### src/rtl/processor_pkg.sv
// Shared types and defaults for the processor run-sequencing logic.
// Latency: n/a (declarations only).
// Backpressure: n/a.
package processor_pkg;

   localparam int CYCLE_COUNT_W      = 16;
   localparam int RESET_CYCLES_DEF   = 2;
   localparam int DRAIN_CYCLES_DEF   = 4;
   localparam int TIMEOUT_CYCLES_DEF = 1023;

   // Encodings are visible on state_out, so they are fixed explicitly.
   typedef enum logic [2:0] {
      ST_IDLE       = 3'd0,
      ST_RESET_CORE = 3'd1,
      ST_RUN        = 3'd2,
      ST_DRAIN      = 3'd3,
      ST_DONE       = 3'd4
   } run_state_t;

endpackage

### src/rtl/sat_counter.sv
// Up-counter with synchronous clear that sticks at all-ones instead of wrapping.
// Latency: count reflects clear/enable one edge later.
// Backpressure: none; enable is a plain qualifier.
// Ports: clock, reset (sync, active-high), clear (beats enable), enable, count.
module sat_counter #(
   parameter int WIDTH = 16
) (
   input  logic             clock,
   input  logic             reset,
   input  logic             clear,
   input  logic             enable,
   output logic [WIDTH-1:0] count
);

   always_ff @(posedge clock) begin
      if (reset || clear) begin
         count <= '0;
      end else if (enable && (count != {WIDTH{1'b1}})) begin
         count <= count + 1'b1;
      end
   end

endmodule

### src/rtl/processor_run_controller.sv
// Run sequencer for the core: reset, run until instr_stop, drain pipeline, freeze.
// Latency: state/flags registered (1 edge); core_enable is combinational from step.
// Backpressure: in step mode the core only advances on cycles where step is high.
// Ports: clock, reset, start, abort, step_mode, step, instr_stop in;
//        core_reset, core_enable, busy, done, timeout, cycle_count[15:0], state_out[2:0] out.
module processor_run_controller
   import processor_pkg::*;
#(
   parameter int RESET_CYCLES   = RESET_CYCLES_DEF,
   parameter int DRAIN_CYCLES   = DRAIN_CYCLES_DEF,
   parameter int TIMEOUT_CYCLES = TIMEOUT_CYCLES_DEF
) (
   input  logic                     clock,
   input  logic                     reset,
   input  logic                     start,
   input  logic                     abort,
   input  logic                     step_mode,
   input  logic                     step,
   input  logic                     instr_stop,
   output logic                     core_reset,
   output logic                     core_enable,
   output logic                     busy,
   output logic                     done,
   output logic                     timeout,
   output logic [CYCLE_COUNT_W-1:0] cycle_count,
   output logic [2:0]               state_out
);

   localparam logic [2:0]               RESET_LAST   = 3'(RESET_CYCLES - 1);
   localparam logic [2:0]               DRAIN_LAST   = 3'(DRAIN_CYCLES - 1);
   localparam logic [CYCLE_COUNT_W-1:0] TIMEOUT_LAST = CYCLE_COUNT_W'(TIMEOUT_CYCLES - 1);

   run_state_t state, state_next;
   logic [2:0] phase_cnt;
   logic       step_mode_q;
   logic       start_acc;
   logic       timeout_set;
   logic       count_inc;
   logic       phase_adv;

   // Core enable: always on while the core is held in reset so its registers
   // actually load reset values; follows step in step mode during RUN/DRAIN.
   always_comb begin
      core_enable = 1'b0;
      case (state)
         ST_RESET_CORE:     core_enable = 1'b1;
         ST_RUN, ST_DRAIN:  core_enable = step_mode_q ? step : 1'b1;
         default:           core_enable = 1'b0;
      endcase
   end

   always_comb begin
      state_next  = state;
      start_acc   = 1'b0;
      timeout_set = 1'b0;
      count_inc   = 1'b0;
      if (abort) begin
         // Abort freezes the count and leaves the timeout flag as it was.
         state_next = ST_IDLE;
      end else begin
         case (state)
            ST_IDLE, ST_DONE: begin
               if (start) begin
                  state_next = ST_RESET_CORE;
                  start_acc  = 1'b1;
               end
            end
            ST_RESET_CORE: begin
               if (phase_cnt == RESET_LAST) state_next = ST_RUN;
            end
            ST_RUN: begin
               count_inc = core_enable;
               if (core_enable) begin
                  // instr_stop wins over the watchdog on the same cycle.
                  if (instr_stop) begin
                     state_next = ST_DRAIN;
                  end else if (cycle_count == TIMEOUT_LAST) begin
                     state_next  = ST_DONE;
                     timeout_set = 1'b1;
                  end
               end
            end
            ST_DRAIN: begin
               count_inc = core_enable;
               if (core_enable && (phase_cnt == DRAIN_LAST)) state_next = ST_DONE;
            end
            default: state_next = ST_IDLE;
         endcase
      end
   end

   assign phase_adv = (state == ST_RESET_CORE) || ((state == ST_DRAIN) && core_enable);

   always_ff @(posedge clock) begin
      if (reset) begin
         state       <= ST_IDLE;
         phase_cnt   <= '0;
         step_mode_q <= 1'b0;
         timeout     <= 1'b0;
      end else begin
         state <= state_next;
         // Phase counter restarts on every state change so RESET_CORE and
         // DRAIN each count from zero.
         if (state_next != state) begin
            phase_cnt <= '0;
         end else if (phase_adv) begin
            phase_cnt <= phase_cnt + 3'd1;
         end
         if (start_acc) begin
            step_mode_q <= step_mode;
            timeout     <= 1'b0;
         end else if (timeout_set) begin
            timeout <= 1'b1;
         end
      end
   end

   sat_counter #(
      .WIDTH (CYCLE_COUNT_W)
   ) u_cycle_count (
      .clock  (clock),
      .reset  (reset),
      .clear  (start_acc),
      .enable (count_inc),
      .count  (cycle_count)
   );

   assign core_reset = (state == ST_IDLE) || (state == ST_RESET_CORE);
   assign busy       = (state == ST_RESET_CORE) || (state == ST_RUN) || (state == ST_DRAIN);
   assign done       = (state == ST_DONE);
   assign state_out  = state;

endmodule
### config.mk
export PLATFORM = sky130hd
export DESIGN_NAME = processor_run_controller
export DESIGN_NICKNAME = d
export VERILOG_FILES = /design/src/rtl/processor_pkg.sv /design/src/rtl/sat_counter.sv /design/src/rtl/processor_run_controller.sv
export SDC_FILE = /design/constraint.sdc
export NUM_CORES = 1
export LEC_CHECK = 0
export CORE_MARGIN = 3
export CORE_UTILIZATION = 55
export CTS_CLUSTER_DIAMETER = 60
export CTS_CLUSTER_SIZE = 30
export DETAILED_ROUTE_END_ITERATION = 16
export PLACE_DENSITY = 0.85
export RECOVER_POWER = 50
export SETUP_SLACK_MARGIN = 0.1
export SLEW_MARGIN = 10
export SYNTH_ARGS = -nofsm -noshare
export SYNTH_HDL_FRONTEND = slang
export SYNTH_SLANG_ARGS = --single-unit
export TNS_END_PERCENT = 100
### constraint.sdc
create_clock -name clock -period 4.5 [get_ports clock]
set_input_delay 1.35 -clock clock [delete_from_list [all_inputs] [get_ports clock]]
set_output_delay 1.35 -clock clock [all_outputs]
set_load 0.1 [all_outputs]
=== Yosys cells after proc, flatten, opt, wreduce, memory -nomap -nowiden ===
Cells that the tools add are included.

* Flip-flop bits (word level): 24
* Input port bits: 7
* Output and inout bits: 24
* Word-level logic and storage cells: 49

* Add/sub/neg operators: 2
* Equal/unequal tests: 9
* Mux-type cells: 20
* Reductions and logical operators: 13

{| class="wikitable"
|+ Operators by type and width
! operator !! number
|-
| $mux W3 || 7
|-
| $add A16 B1 Y16 const B || 1
|-
| $eq A16 B10 Y1 const B || 1
|-
| $ne A16 B16 Y1 const B || 1
|-
| $pmux W3 S4 || 1
|-
| $mux W1 || 11
|-
| $eq A3 B2 Y1 const B || 3
|-
| $reduce_or A2 Y1 || 4
|-
| $eq A3 B1 Y1 const B || 2
|-
| $logic_or A1 B1 Y1 || 5
|-
| $add A3 B1 Y3 const B || 1
|-
| $eq A3 B3 Y1 const B || 1
|-
| $logic_and A1 B1 Y1 || 3
|-
| $logic_not A3 Y1 || 1
|-
| $ne A3 B3 Y1 || 1
|-
| $pmux W1 S2 || 1
|}

=== Longest topological paths before layout ===
* Depth in word-level cells: 9
* Depth in mapped cells: 8
* Gate-level depth less buffers: 7

=== Modules after synthesis ===
A second synthesis with hierarchy kept.

* Cells, all modules: 166
* Area total of the unflattened synthesis: 1,472.7 µm²

{| class="wikitable"
|+ Modules (own cells, without submodules)
! module !! instances !! cells an instance !! area an instance (µm²) !! sequential area each (µm²)
|-
| sat_counter || 1 || 95 || 847.1 || 320.3
|-
| processor_run_controller || 1 || 71 || 625.6 || 160.2
|}

=== Worst setup path after synthesis ===
Ideal clock, no wire load.

* Path kind: input -> output
* Start point: input port step
* End point: output port core_enable
* Arrival: 3.743 ns
* Required time: 3.150 ns
* Path slack: -0.593 ns
* Stages: 2
* Buffers on the path: 0
* Path through: nor2b_1 > a211oi_1

* Word-level cells in the longest chain between the ends: 2

{| class="wikitable"
|+ Ends and longest elaborated chain
! what !! line !! RTL
|-
| start, declared || processor_run_controller.sv:18 || <nowiki>input logic step,</nowiki>
|-
| $mux W1 || processor_run_controller.sv:47 || <nowiki>ST_RUN, ST_DRAIN: core_enable = step_mode_q ? step : 1'b1;</nowiki>
|-
| $pmux W1 S2 || processor_run_controller.sv:45 || <nowiki>case (state)</nowiki>
|-
| end, declared || processor_run_controller.sv:21 || <nowiki>output logic core_enable,</nowiki>
|}

No other way between the ends.

=== Worst setup path in the final report ===
Ends and elaborated chain as after synthesis.

==> flow_summary.ini <==
[status]
status = finished, final reports clean

[floorplanning]
initial_core_util = 0.602
ios = 31
coreArea_mm2 = 0.00257
dieWidth_um = 59.0
dieArea_mm2 = 0.00348
fp-row-count = 18
fp.dieH_um = 59.0

[synth]
synth-edff-count = 0
synth-simple-area-share = 0.359
synth_compound_area_frac = 0.135
yosys.area_share.adder = 0.0405
seq_area_frac_synth = 0.311
syn_area_per_cell_um2 = 8.63
synth_top_family_by_area = simple AND/OR/NAND/NOR gates
synth_mux_area_frac = 0.0130
syn_area_mm2 = 0.00155
synth-async-reset-ratio = 0
synth_xor_area_frac = 0.0850
synth_flop_cell = dfxtp_1
syn_inst = 179
ys_warn_count = 0
synth_cell_types = 46
syn_nets = 191
ys_seq_elements = 24

[cts]
postCtsHoldBufs = 0
clkSinkCount = 24
clk_latency_ps = 320
cts_root_buf = clkbuf_4
htree_levels = 1
clk_pin_slew_ps = 120
cts_buffers = 3
cts_setup_buffers = 0
post_cts_resized = 0
clock_path_buffers = 2
cts_tree = built

[final_layout]
register_area_um2 = 480
num_antenna_cells = 0
post-route-util = 0.725
nFillCells = 218
final_area_mm2 = 0.00186
nets = 218
area_growth_pct = 20.5
layout.cells.most_common = nor2_1
drive_above_1_share = 0.0878
final_cell_mix = 27 x nor2_1, 25 x clkdlybuf4s50_1, 24 x dfxtp_1, 11 x nor3_1, 10 x xnor2_1
multi_input_area_um2 = 976
final_cells = 235

[global_routing]
grt_first_pass_wirelength_um = 6270
grt_pass1_vias = 1371
grt_start_max_net_pins = 18
gr-total-overflow = 0
antenna_found_initial = 0
grt.total_usage = 0.234

[setup_path]
reg2reg_depth = 4
crit_path_max_fanout = 7
critPathLaunchType = input port
r2r-end = timeout
arrival_ps = 2710
crit_type = in2out
cp-end-kind = output port
r2r_start = state_out[1]
worst-r2r-setup-slack_ps = 2290
crit_required_ps = 3150

[sta]
tns_ps = 0
period_minus_slack_ps = 4060
skew_ps = 9.65
fmax_mhz = 246
hold_viol = 0
relSlewSlack = 0.218
hold_ws_ps = 500
setup_viol = 0
fin_crit_sh = 0.903
worst_slew_pin_slew_ps = 1180
rsz0062_at_grt = no
fin_ws_ps = 437
timing.final.max_slew_violations = 0

[drt]
drtAntennaViolNets = 0
firstDrtPassIters = 4
dr.first_iter.drc_count = 79
drt-total-wl_um = 3610
vias_per_cell = 6.15
wl_per_cell_um = 15.4
num_vias = 1446
drc = 0

[power_and_ir_drop]
vdd_drop_max_v = 0.000232
power.total_mw = 0.375
powerDensity_mw_per_mm2 = 201
leakagePower_nw = 0.599

[placement]
port-buffer-count = 30
postPlaceCellArea_mm2 = 0.00184
place_inst = 231
preCtsSetupSlack_ps = 595
hpwlAfterDp_um = 2790
gp_congestion = 0.874

[hold_path]
worstHoldStart = timeout
min_to = timeout
hold_path_class = reg2reg
whs_path_depth = 2

[job]
drv_cap = 0
==> area by class of cell <==
cell class	count	area share
Clock buffer	4	0.0195
Inverter	8	0.0161
Multi-Input combinational cell	139	0.524
Sequential cell	24	0.258
Tap cell	30	0.0202
Timing Repair Buffer	30	0.162
==> cell families (layout without fill, tap and decap cells) <==
family / count (synthesis) / in the layout
compound gates: 29 / 29
xor+xnor: 15 / 15
buf+inv: 16 / 42
mux: 2 / 2
simple gates: 88 / 88
flops: 24 / 24
fa+ha+maj: 5 / 5
==> state kept, by name, indices dropped and copies added, names as in the netlist <==
signal               flops
timeout                  1
phase_cnt                3
step_mode_q              1
u_cycle_count.count     16
state_out                3
==> per-layer routing <==
| metal | up-vias | share of wire | GRT usage |
|---|---|---|---|
| met3 | 9 | 0.064 | 0.0632 |
| li1 | 698 | - | - |
| met4 | 0 | 0.016 | 0.0712 |
| met2 | 60 | 0.49 | 0.380 |
| met5 | - | 0 | 0 |
| met1 | 679 | 0.43 | 0.302 |
==> synth_stat cells, types with 2 or more instances <==
cell type | count | share of area
buf_6 | 3 | 0.022
and3_1 | 2 | 0.0081
or3_1 | 4 | 0.016
a21oi_1 | 9 | 0.029
nand2b_1 | 2 | 0.0081
and2_1 | 2 | 0.0081
nor2_2 | 2 | 0.0081
nor4b_4 | 3 | 0.046
nor3_1 | 11 | 0.036
and4_1 | 3 | 0.017
xor2_1 | 5 | 0.028
mux2i_1 | 2 | 0.013
inv_1 | 8 | 0.019
nor2_1 | 27 | 0.066
o21ai_0 | 3 | 0.0097
nand3_1 | 3 | 0.0097
nand2_1 | 6 | 0.015
dfxtp_1 | 24 | 0.31
nand4_1 | 8 | 0.032
buf_2 | 4 | 0.013
a211oi_1 | 7 | 0.034
xnor2_1 | 10 | 0.057
or2_2 | 3 | 0.012
ha_1 | 5 | 0.040
nor2b_1 | 2 | 0.0081
==> worst max-delay path by stage <==
stage               startpoint           to  slack (ps)  cells after the start
floorplan                 step  core_enable         380                      2
global placement          step  core_enable         660                      4
detailed placement        step  core_enable         600                      4
CTS                       step  core_enable         580                      4
global route              step  core_enable         290                      4
finish                    step  core_enable         440                      4
==> report_power, final <==
group / switching [mW] / internal [mW]
Sequential: 0.00270 / 0.214
Combinational: 0.0289 / 0.0145
Clock: 0.0650 / 0.0495
==> critical path, stage by stage <==
cell and delay (ps):
dlygate4sd3_1 540, nor2b_1 110, a211oi_1 470, buf_12 240
Note: power is estimated with default switching activity, not from simulation.
